$ cat src/rtl/btod_req_initiator.sv
// btod_req_initiator: blockB-side initiator of the blockB->blockD req/ack channel.
// Commands are queued in a DEPTH-entry FIFO and issued one at a time as req/ack
// transactions; each ack payload is returned on the rsp rdy/vld port.
// Optional feature: define BTOD_REQ_TIMEOUT_EN to bound the ack wait to TIMEOUT cycles
// (timeout yields a zero response with rsp_err set and latches err_sticky).
module btod_req_initiator #(
    parameter int unsigned DATA_W  = 32,
    parameter int unsigned RSP_W   = 32,
    parameter int unsigned DEPTH   = 4,
    parameter int unsigned TIMEOUT = 255
) (
    input  logic                   clk,
    input  logic                   rst,
    input  logic                   cmd_vld,
    output logic                   cmd_rdy,
    input  logic [DATA_W-1:0]      cmd_data,
    output logic                   req,
    output logic [DATA_W-1:0]      req_data,
    input  logic                   ack,
    input  logic [RSP_W-1:0]       ack_data,
    output logic                   rsp_vld,
    input  logic                   rsp_rdy,
    output logic [RSP_W-1:0]       rsp_data,
    output logic                   rsp_err,
    output logic [$clog2(DEPTH):0] fifo_cnt,
    output logic                   err_sticky
);

    localparam int unsigned PtrW = $clog2(DEPTH);
    localparam int unsigned CntW = PtrW + 1;
    localparam logic [CntW-1:0] CntFull = CntW'(DEPTH);

    typedef enum logic [1:0] {StIdle, StReq, StHold, StGap} state_e;

    state_e state_q, state_d;

    logic [DATA_W-1:0] mem_q [DEPTH];
    logic [DATA_W-1:0] mem_d [DEPTH];
    logic [PtrW-1:0]   wr_ptr_q, wr_ptr_d;
    logic [PtrW-1:0]   rd_ptr_q, rd_ptr_d;
    logic [CntW-1:0]   cnt_q, cnt_d;

    logic              req_q, req_d;
    logic [DATA_W-1:0] req_data_q, req_data_d;
    logic              rsp_vld_q, rsp_vld_d;
    logic [RSP_W-1:0]  rsp_data_q, rsp_data_d;
    // Parking slot for an ack that arrives while the response register is still occupied.
    logic [RSP_W-1:0]  hold_q, hold_d;

    logic push;
    logic issue;
    logic rsp_take;
    logic rsp_full;

`ifdef BTOD_REQ_TIMEOUT_EN
    localparam int unsigned TmoW = $clog2(TIMEOUT + 1);
    logic [TmoW-1:0] tmo_cnt_q, tmo_cnt_d;
    logic            rsp_err_q, rsp_err_d;
    logic            err_sticky_q, err_sticky_d;
    logic            tmo_hit;

    // Counter holds the number of REQ cycles already spent; this is the TIMEOUT-th.
    assign tmo_hit    = (tmo_cnt_q == TmoW'(TIMEOUT - 1));
    assign rsp_err    = rsp_err_q;
    assign err_sticky = err_sticky_q;
`else
    logic unused_timeout;
    assign unused_timeout = ^TIMEOUT;
    assign rsp_err        = 1'b0;
    assign err_sticky     = 1'b0;
`endif

    // Ready comes from the registered count, so a pop never frees a slot in the same cycle.
    assign cmd_rdy  = ~rst & (cnt_q < CntFull);
    assign push     = cmd_vld & cmd_rdy;
    assign rsp_take = rsp_vld_q & rsp_rdy;
    assign rsp_full = rsp_vld_q & ~rsp_rdy;
    assign issue    = (state_q == StIdle) && (cnt_q != '0) && !rsp_vld_q;

    assign req      = req_q;
    assign req_data = req_data_q;
    assign rsp_vld  = rsp_vld_q;
    assign rsp_data = rsp_data_q;
    assign fifo_cnt = cnt_q;

    // FSM state register.
    always_ff @(posedge clk) begin
        if (rst) begin
            state_q <= StIdle;
        end else begin
            state_q <= state_d;
        end
    end

    // FSM next-state: one outstanding request, mandatory low cycle after each transaction.
    always_comb begin
        state_d = state_q;
        case (state_q)
            StIdle: begin
                if (issue) begin
                    state_d = StReq;
                end
            end
            StReq: begin
                if (ack) begin
                    state_d = rsp_full ? StHold : StGap;
                end
`ifdef BTOD_REQ_TIMEOUT_EN
                else if (tmo_hit) begin
                    state_d = StGap;
                end
`endif
            end
            StHold: begin
                if (!rsp_full) begin
                    state_d = StGap;
                end
            end
            default: state_d = StIdle;
        endcase
    end

    // FSM outputs and datapath next-state: request, response register, FIFO bookkeeping.
    always_comb begin
        req_d      = req_q;
        req_data_d = req_data_q;
        rsp_vld_d  = rsp_vld_q;
        rsp_data_d = rsp_data_q;
        hold_d     = hold_q;
        wr_ptr_d   = wr_ptr_q;
        rd_ptr_d   = rd_ptr_q;
        cnt_d      = cnt_q;
`ifdef BTOD_REQ_TIMEOUT_EN
        rsp_err_d    = rsp_err_q;
        err_sticky_d = err_sticky_q;
        tmo_cnt_d    = tmo_cnt_q;
`endif

        if (push) begin
            wr_ptr_d = wr_ptr_q + 1'b1;
        end
        if (issue) begin
            rd_ptr_d = rd_ptr_q + 1'b1;
        end
        if (push && !issue) begin
            cnt_d = cnt_q + 1'b1;
        end else if (!push && issue) begin
            cnt_d = cnt_q - 1'b1;
        end

        // A handshake frees the register; a new response below may refill it at once.
        if (rsp_take) begin
            rsp_vld_d = 1'b0;
`ifdef BTOD_REQ_TIMEOUT_EN
            rsp_err_d = 1'b0;
`endif
        end

        case (state_q)
            StIdle: begin
                if (issue) begin
                    req_d      = 1'b1;
                    req_data_d = mem_q[rd_ptr_q];
`ifdef BTOD_REQ_TIMEOUT_EN
                    tmo_cnt_d  = '0;
`endif
                end
            end
            StReq: begin
                if (ack) begin
                    req_d = 1'b0;
                    if (rsp_full) begin
                        hold_d = ack_data;
                    end else begin
                        rsp_vld_d  = 1'b1;
                        rsp_data_d = ack_data;
`ifdef BTOD_REQ_TIMEOUT_EN
                        rsp_err_d  = 1'b0;
`endif
                    end
                end
`ifdef BTOD_REQ_TIMEOUT_EN
                else if (tmo_hit) begin
                    req_d        = 1'b0;
                    rsp_vld_d    = 1'b1;
                    rsp_data_d   = '0;
                    rsp_err_d    = 1'b1;
                    err_sticky_d = 1'b1;
                end else begin
                    tmo_cnt_d = tmo_cnt_q + 1'b1;
                end
`endif
            end
            StHold: begin
                if (!rsp_full) begin
                    rsp_vld_d  = 1'b1;
                    rsp_data_d = hold_q;
`ifdef BTOD_REQ_TIMEOUT_EN
                    rsp_err_d  = 1'b0;
`endif
                end
            end
            default: ;
        endcase
    end

    // FIFO storage write.
    always_comb begin
        mem_d = mem_q;
        if (push) begin
            mem_d[wr_ptr_q] = cmd_data;
        end
    end

    // FIFO storage: contents need no reset, the count alone marks valid entries.
    always_ff @(posedge clk) begin
        mem_q <= mem_d;
    end

    // Datapath registers.
    always_ff @(posedge clk) begin
        if (rst) begin
            req_q        <= 1'b0;
            req_data_q   <= '0;
            rsp_vld_q    <= 1'b0;
            rsp_data_q   <= '0;
            hold_q       <= '0;
            wr_ptr_q     <= '0;
            rd_ptr_q     <= '0;
            cnt_q        <= '0;
`ifdef BTOD_REQ_TIMEOUT_EN
            rsp_err_q    <= 1'b0;
            err_sticky_q <= 1'b0;
            tmo_cnt_q    <= '0;
`endif
        end else begin
            req_q        <= req_d;
            req_data_q   <= req_data_d;
            rsp_vld_q    <= rsp_vld_d;
            rsp_data_q   <= rsp_data_d;
            hold_q       <= hold_d;
            wr_ptr_q     <= wr_ptr_d;
            rd_ptr_q     <= rd_ptr_d;
            cnt_q        <= cnt_d;
`ifdef BTOD_REQ_TIMEOUT_EN
            rsp_err_q    <= rsp_err_d;
            err_sticky_q <= err_sticky_d;
            tmo_cnt_q    <= tmo_cnt_d;
`endif
        end
    end

endmodule

$ cat config.mk
export PLATFORM = sky130hd
export DESIGN_NAME = btod_req_initiator
export DESIGN_NICKNAME = d
export VERILOG_FILES = /design/src/rtl/btod_req_initiator.sv
export SDC_FILE = /design/constraint.sdc
export NUM_CORES = 1
export LEC_CHECK = 0
export ABC_AREA = 1
export BUFFER_PORTS_ARGS = -buffer_cell sky130_fd_sc_hd__buf_2
export CAP_MARGIN = 25
export CELL_PAD_IN_SITES_DETAIL_PLACEMENT = 2
export CELL_PAD_IN_SITES_GLOBAL_PLACEMENT = 2
export CORE_UTILIZATION = 35
export DETAILED_ROUTE_END_ITERATION = 12
export PLACE_DENSITY_LB_ADDON = 0.1
export REMOVE_ABC_BUFFERS = 1
export SYNTH_ARGS = -nofsm -noshare
export SYNTH_HDL_FRONTEND = slang
export SYNTH_SLANG_ARGS = --single-unit
$ cat constraint.sdc
create_clock -name clk -period 3.6 [get_ports clk]
set_input_delay 0.72 -clock clk [delete_from_list [all_inputs] [get_ports clk]]
set_output_delay 0.72 -clock clk [all_outputs]
set_load 0.005 [all_outputs]
Word level (Yosys, flattened, before mapping). Cells that the tools add are included. Widths: inputs -> output; s select.

Flip-flop bits (word level): 235. Bits in latches: 0. Bits in writable memories: 0. Bits in read-only memories: 0. Output and inout port bits: 72. Logic and storage cells: 77. Memories kept: 0.

Add/sub/neg operators: 4. Multipliers: 0. Div/mod/pow operators: 0. Order comparisons: 4. Equal/unequal tests: 6. Shift operators: 0. Mux-type cells: 24. Bitwise operators: 8. Reduce and logical (&&, ||, !) cells: 18.

Operators by type and width (count): $mux 32 (6); $bwmux 128 (1); $bmux 32 s2 (1); $demux 32 s2 (1); $pmux 32 s2 (1); $reduce_and 3->1 (3); $ne 2x2->1 const B (4); $ge 3x3->1 const B (2); $mux 1 (6); $mux 2 (3); $mux 3 (2); $not 2->3 (2); $pmux 2 s3 (1); $reduce_bool 2->1 (3); $logic_and 1x1->1 (5); $add 2x1->2 const B (2); $and 1x1->1 (4); $pmux 1 s2 (2); $reduce_and 4->1 (1); $add 3x1->3 const B (1); $logic_not 1->1 (3); $lt 3x1->1 const B (1); $lt 3x3->1 const B (1); $reduce_bool 3->1 (1); other kinds (6) (7).

Depth between registers and ports, before layout. Gate-level depths: netlist of run 1.

Depth in word-level cells: 7. Depth in mapped cells: 16. Gate-level depth less buffers: 14.

Least setup slack after synthesis of run 1. No wires, ideal clock.

Path kind: input port to flip-flop. From: in rst. To: reg mem_q[0] (netlist bit), enable pin. Setup time: 0.421 ns. Data arrival time: 2.418 ns. Data required time: 3.179 ns. Path slack: 0.761 ns. Stages: 3. Buffers on the path: 0. Cell sequence: nor2_1 -> nand2_1 -> nor2_1.

Cells in the longest elaborated chain, start to end: 3.

RTL lines: start, declared (line 13) `input logic rst,`; $not 1->1 (line 74) `assign cmd_rdy = ~rst & (cnt_q < CntFull);`; $and 1x1->1 (line 74); $and 1x1->1 (line 75) `assign push = cmd_vld & cmd_rdy;`; end signal, assigned (line 217) `mem_q <= mem_d;`; end, declared (line 37) `logic [DATA_W-1:0] mem_q [DEPTH];`.

Every way passes these cells. A chain may end at the register's enable or synchronous reset.

Worst setup path after layout of run 1.
From: reg state_q[0]. To: reg req_data_q[14], in the netlist req_data[14].

Cells in the longest elaborated chain, start to end: 4.

RTL lines: start, declared (line 35) `state_e state_q, state_d;`; start signal, assigned (line 89) `state_q <= StIdle;`; start signal, assigned (line 91) `state_q <= state_d;`; $logic_not 2->1 * (line 78, 159); $logic_and 1x1->1 (2 in a row) (line 78) `assign issue = (state_q == StIdle) && (cnt_q != '0) && !rsp_vld_q;`; $reduce_and 2->1 (no source line) *; end signal, assigned (line 238) `req_data_q <= req_data_d;`; end, declared (line 44) `logic [DATA_W-1:0] req_data_q, req_data_d;`.

Mark *: on every way between the ends. The rest lies on a longest branch, timed or not.

==> results of run 1 <==
[cells by family after synthesis]
kind of cell,count (synthesis),share of synthesized area
buffers and inverters,118,0.05786
adder cells (fa/ha/maj),10,0.01447
AND/OR/NAND/NOR,297,0.1231
flip-flops,235,0.6528
XOR/XNOR,1,0.0009554
other,1,0.0004090
AO/OA/AOI/OAI,273,0.1504
[critical path, delay by kind of cell, from the launching register on]
kind	cells	cell delay (ns)
flops	1	0.36
fa+ha+maj	1	0.25
buf+inv	4	0.98
simple gates	3	0.22
compound gates	1	0.32
[power by group through the flow]
stage          Clock (mW)  Sequential (mW)  Combinational [mW]
2_1_floorplan           0             3.52                1.22
3_3_place_gp            0             3.44                2.22
3_5_place_dp            0             3.45                2.31
4_1_cts              3.00             3.40                2.35
5_1_grt              3.11             3.44                2.65
6_report             2.93             3.40                2.30
[through the flow]
step / cells / area [um^2] / hold WS (ns) / power, mW
6_report: 1406 / 11080 / 0.3931 / 8.625
4_1_cts: 1405 / 11060 / 0.3740 / 8.755
3_3_place_gp: 1355 / 10090 / 0.4757 / 5.657
3_5_place_dp: 1356 / 10110 / 0.4835 / 5.758
2_1_floorplan: 876 / 8860 / 0.4886 / 4.741
5_1_grt: 1406 / 11080 / 0.3810 / 9.202
[synth_stat cells]
master    instances  share of area
buf_6             1         0.0012
xor2_1            1        0.00096
ha_1              9          0.012
a21oi_1          38          0.021
o21ai_0         191           0.10
fa_1              1         0.0022
buf_4            13          0.011
nand2_2           2         0.0014
a21oi_4           1         0.0018
a31oi_1           1        0.00068
nor2_1          245           0.10
dfxtp_1         107           0.23
o21ai_1          42          0.023
buf_1             1        0.00041
buf_2            25          0.014
nand3_1           1        0.00055
edfxtp_1        128           0.42
clkbuf_1         20         0.0082
nor2_4            1         0.0012
inv_2             6         0.0025
conb_1            1        0.00041
inv_1            52          0.021
nand2_1          48          0.020
[per-layer routing]
layer / routed length (um) / part of all wire / vias to the layer above / track usage
met2: 12750 / 0.50 / 124 / 0.3505
met5: 0 / 0 / - / 0
li1: - / - / 3366 / -
met4: 501 / 0.020 / 0 / 0.04924
met3: 904 / 0.036 / 38 / 0.03106
met1: 11220 / 0.44 / 3465 / 0.2315
[final timing paths]
path | from | endpoint | cells past startpoint
worst min-delay path | rst | fifo_cnt[0] | 2
worst max register to register | state_q[0] | req_data[14] | 9
worst max-delay path | state_q[0] | req_data[14] | 9
worst min register to register | rsp_data[26] | rsp_data[26] | 2
[registers in the layout (all words and copies together) (netlist names)]
name and flops:
req 1, req_data 32, hold_q 32, rsp_data 32, rd_ptr_q 2, wr_ptr_q 2, state_q 2, fifo_cnt 3
mem_q 128, rsp_vld 1
[area by class of cell]
cell class	instances	area share
clock inverter	12	0.01649
clock buffer	37	0.06888
timing repair buffer	151	0.07453
multi-input combinational	583	0.2429
tap	330	0.03726
inverter	58	0.01965
sequential	235	0.5403
==> metrics.csv, run 1 <==
metric,value,unit
syn_area_per_cell,9.806,um^2
Reg power frac,0.394,
final hold violation count,0,
DP Wirelength,15.45,mm
Leak,4.498,nW
Netlist cell types,23,
Crit-path slowest cell,buf_4,
final cycle utilization of the critical path,0.6291,
TritonRoute pass-1 iters,4,
vias in the first global route,7573,
"Seq/Total Area, Yosys",0.6528,
synthesized area,0.009169,mm^2
WP data arrival,2.68,ns
site row count,58,
register area,0.005987,mm^2
"most common cell after layout, fill and taps aside",nor2_1,
CTS resizes,0,
CTS H-tree depth,1,
Reg2Reg Setup Slack,1.34,ns
worst relative slew slack,0.5035,
Die W,163.9,um
FMAX,441.5,MHz
"Hold-fix buffers, CTS",0,
run status,completed,
max cap viols,0,
Net Sw Power,2.834,mW
initial antenna violation count,0,
die height,163.9,um
drc violations,0,
largest net degree at the start of global routing,68,
nets,1135,
CP endpoint kind,flop,
Worst Skew,0.01269,ns
gp weighted congestion,0.6865,
Clock power frac,0.340,
worst skew pair latency,0.54,ns
antenna cells,0,
routed wire length,25.37,mm
Setup Buffers After CTS,0,
CORE AREA,0.02547,mm^2
boundary pin count,141,
routed vias/inst,4.974,
Critical Path RT,4.01,ns
CP peak stage delay,0.42,ns
total CTS buffers,27,
number of port buffers,138,
fin crit period,2.265,ns
synthesized flop and latch total,235,
pre-CTS WS,0.9817,ns
yosys warns,0,
Root Driver,clkbuf_16,
combinational power share,0.267,
unrepaired setup endpoints after global routing,no,
maximum VDD drop,0.3733,mV
crit path kind,flop to flop,
CTS tree,done,
Layout area overhead,20.85,%
via total after detailed routing,6993,
Fin Setup TNS,0,ns
# setup viols final,0,
Die Area,0.02685,mm^2
critical path launch point type,flop,
Routed WL per cell,18.05,um
crit path cell chain,inv_1 -> ha_1 -> inv_2 -> nor2_1 -> nand2_2 -> buf_4 -> inv_2 -> o21ai_0 -> nor2_1,
sw frac,0.3286,
"commonest cells after routing, fill and taps aside","nor2_1, o21ai_0, buf_2",
area of the multi-input gates,0.002691,mm^2
# clock sinks,235,
actual slew at the worst max-slew pin,0.7448,ns
first-pass GRT wire length,40.01,mm
layout cells sized above 1,0.1952,
Initial Utilization,0.3600,
hold crit path type,primary input to flop,
pwr dens,778.4,mW/mm^2
fin. max-slew vios,0,
GRT Overall Usage,0.1914,
DR iter-0 viols,353,
worst-path maximum fanout,38,
Routed Antenna Nets,0,
Util after Layout,0.4350,
Synth Instances,935,
FILL cells,2730,
Int Pwr,5.791,mW
Clock Path Buffers,3,
slack of the critical path,1.335,ns
"Clk pin slew, worst setup/hold paths",0.06,ns
grt total ovfl,0,
No activity file was read; power rests on OpenSTA's default activity.
==> run 2: changes to the inputs <==
Clock period 3.6 ns to 2.2 ns, I/O delays scaled along.
==> run 2 against run 1 <==
  * Global-route usage shrank 0.17 points
  * Sequential power grew 64%
  * Clock power grew 53%
  * Largest power group unchanged
  * Non-clock buffer count grew 8
  * Final cell count grew 0.78%
  * First-iteration DRC count shrank 23%
  * Critical endpoint is now fifo_cnt[2]
  * Design area grew 1.0%
  * Total power grew 62%
  * Wire length shrank 1.1%
  * Die area is the same
==> metrics.csv, run 2 (synthesis gave the netlist of run 1 again) <==
metric,value,unit,change
run status,completed,,unchanged
vias in the first global route,7556,,"was 7,573"
"Clk pin slew, worst setup/hold paths",0.06,ns,about the same
nets,1144,,"was 1,135"
CTS H-tree depth,1,,unchanged
unrepaired setup endpoints after global routing,no,,unchanged
DR iter-0 viols,272,,was 353
FMAX,513.9,MHz,was 441.5 MHz
Routed WL per cell,17.71,um,was 18.05 um
worst-path maximum fanout,4,,was 38
Tot Pwr,13.99,mW,was 8.625 mW
worst skew pair latency,0.56,ns,was 0.54 ns
fin crit period,1.946,ns,was 2.265 ns
Initial Utilization,0.3600,,unchanged
max reg flops,128,,unchanged
CTS tree,done,,unchanged
Critical Path RT,2.63,ns,was 4.01 ns
number of port buffers,138,,unchanged
site row count,58,,unchanged
Crit-path slowest cell,dfxtp_1,,was buf_4
actual slew at the worst max-slew pin,0.6506,ns,was 0.7448 ns
Leak,4.520,nW,was 4.498 nW
Final Non-Filler Cells,1417,,"was 1,406"
boundary pin count,141,,unchanged
# clock sinks,235,,unchanged
Worst Skew,0.02611,ns,was 0.01269 ns
crit path cell chain,inv_1 -> ha_2 -> inv_2 -> nor2_1 -> nand2_2 -> ha_1 -> inv_1 -> fa_1 -> inv_1 -> a21oi_1 -> o21ai_0 -> nand2_1 -> nand2_1 -> nor2_1,,was inv_1 -> ha_1 -> inv_2 -> nor2_1 -> nand2_2 -> buf_4 -> inv_2 -> o21ai_0 -> nor2_1
antenna cells,0,,unchanged
drc violations,0,,unchanged
hold crit path type,primary input to flop,,unchanged
final cycle utilization of the critical path,0.8846,,was 0.6291
Root Driver,clkbuf_16,,unchanged
DP Wirelength,15.16,mm,was 15.45 mm
crit path kind,flop to flop,,unchanged
max cap viols,0,,unchanged
WP data arrival,2.38,ns,was 2.68 ns
Setup Buffers After CTS,0,,unchanged
via total after detailed routing,7038,,"was 6,993"
grt total ovfl,0,,unchanged
"commonest cells after routing, fill and taps aside","nor2_1, o21ai_0, buf_2",,unchanged
CP endpoint kind,flop,,unchanged
fin. max-slew vios,0,,unchanged
"most common cell after layout, fill and taps aside",nor2_1,,unchanged
total CTS buffers,28,,was 27
CORE AREA,0.02547,mm^2,unchanged
dpl cells,1365,,"was 1,356"
"delay-heaviest family, CP",adder cells,,was buffers and inverters
routed vias/inst,4.967,,was 4.974
worst path buffer plus inverter count,4,,unchanged
CP peak stage delay,0.35,ns,was 0.42 ns
worst relative slew slack,0.5656,,was 0.5035
die height,163.9,um,unchanged
Clock Path Buffers,3,,unchanged
TritonRoute pass-1 iters,4,,unchanged
"most used cell, CP",inv_1,,
Reg with most FFs,mem_q,,unchanged
"Hold-fix buffers, CTS",0,,unchanged
layout cells sized above 1,0.1978,,was 0.1952
final hold violation count,0,,unchanged
routed wire length,25.09,mm,was 25.37 mm
first-pass GRT wire length,39.84,mm,was 40.01 mm
initial antenna violation count,2,,was 0
maximum VDD drop,0.6106,mV,was 0.3733 mV
gp weighted congestion,0.7092,,was 0.6865
Routed Antenna Nets,0,,unchanged
largest net degree at the start of global routing,74,,was 68
Die W,163.9,um,unchanged
# setup viols final,0,,unchanged
Layout area overhead,22.07,%,was 20.85%
critical path launch point type,flop,,unchanged
pwr dens,1250,mW/mm^2,was 778.4 mW/mm^2
Die Area,0.02685,mm^2,unchanged
GRT Overall Usage,0.1896,,was 0.1914
[run 2: changes by cell type in the layout (fill, tap and decap cells not counted), moves of 2 or more]
cell | previous run | this run
buf_12 | 3 | 10
clkinv_2 | 5 | 2
clkbuf_1 | 5 | 8
bufinv_16 | 5 | 2
clkinv_1 | 2 | 7
clkbuf_8 | 5 | 3
[run 2: timing repair]
item | in CTS | in global routing
hold endpoints to repair | 0 | 0
setup endpoints to repair | 0 | 1
resized for setup | 0 | 2
[run 2: per-stage QoR]
step / util / hold slack, ns / setup TNS, ns / instance area, um^2 / setup slack (ns)
6_report: 0.4394 / 0.09672 / 0 / 11190 / 0.2540
3_5_place_dp: 0.4037 / 0.4900 / 0 / 10280 / 0.1880
3_3_place_gp: 0.4037 / 0.4726 / 0 / 10280 / 0.2594
5_1_grt: 0.4394 / 0.07620 / 0 / 11190 / 0.03496
2_1_floorplan: - / 0.4886 / -77.78 / 8860 / -0.5863
4_1_cts: 0.4392 / 0.06605 / 0 / 11190 / 0.1552
[run 2: report_power, final]
| part | leakage, nW | internal, mW | switching [mW] |
|---|---|---|---|
| clock network | 0.435 | 2.68 | 1.81 |
| registers | 2.04 | 5.26 | 0.322 |
| logic | 2.05 | 1.38 | 2.53 |
| total | 4.52 | 9.32 | 4.66 |
[run 2: worst register-to-register path, cell delays in order, from the launching register on]
cell     delay [ns]
dfxtp_1        0.35
inv_1          0.09
ha_2           0.22
inv_2          0.05
nor2_1         0.04
nand2_2        0.08
ha_1           0.17
inv_1          0.06
fa_1           0.35
inv_1          0.07
a21oi_1        0.06
o21ai_0        0.12
nand2_1        0.09
nand2_1        0.07
nor2_1         0.04
[run 2: layer usage]
layer | up-vias | wire length [um] | global-route usage
met5 | - | 13 | 0
met4 | 2 | 444 | 0.04377
met3 | 42 | 993 | 0.02904
met2 | 128 | 12700 | 0.3457
met1 | 3469 | 10930 | 0.2339
li1 | 3397 | - | -
[run 2: final cells by class]
cell class	instances	area, um^2
Inverter	58	217.7
Multi-Input combinational cell	583	2694
Fill cell	2754	14280
Sequential cell	235	5988
Tap cell	330	412.9
Clock inverter	13	133.9
Clock buffer	39	772.0
Timing Repair Buffer	159	973.4
[run 2: worst paths after layout]
check | start | end | slack (ns) | cells past startpoint
max reg2reg | state_q[0] | fifo_cnt[2] | 0.25 | 14
min | cmd_data[7] | mem_q[103] | 0.1 | 1
max | state_q[0] | fifo_cnt[2] | 0.25 | 14
min reg2reg | rsp_data[26] | rsp_data[26] | 0.50 | 2
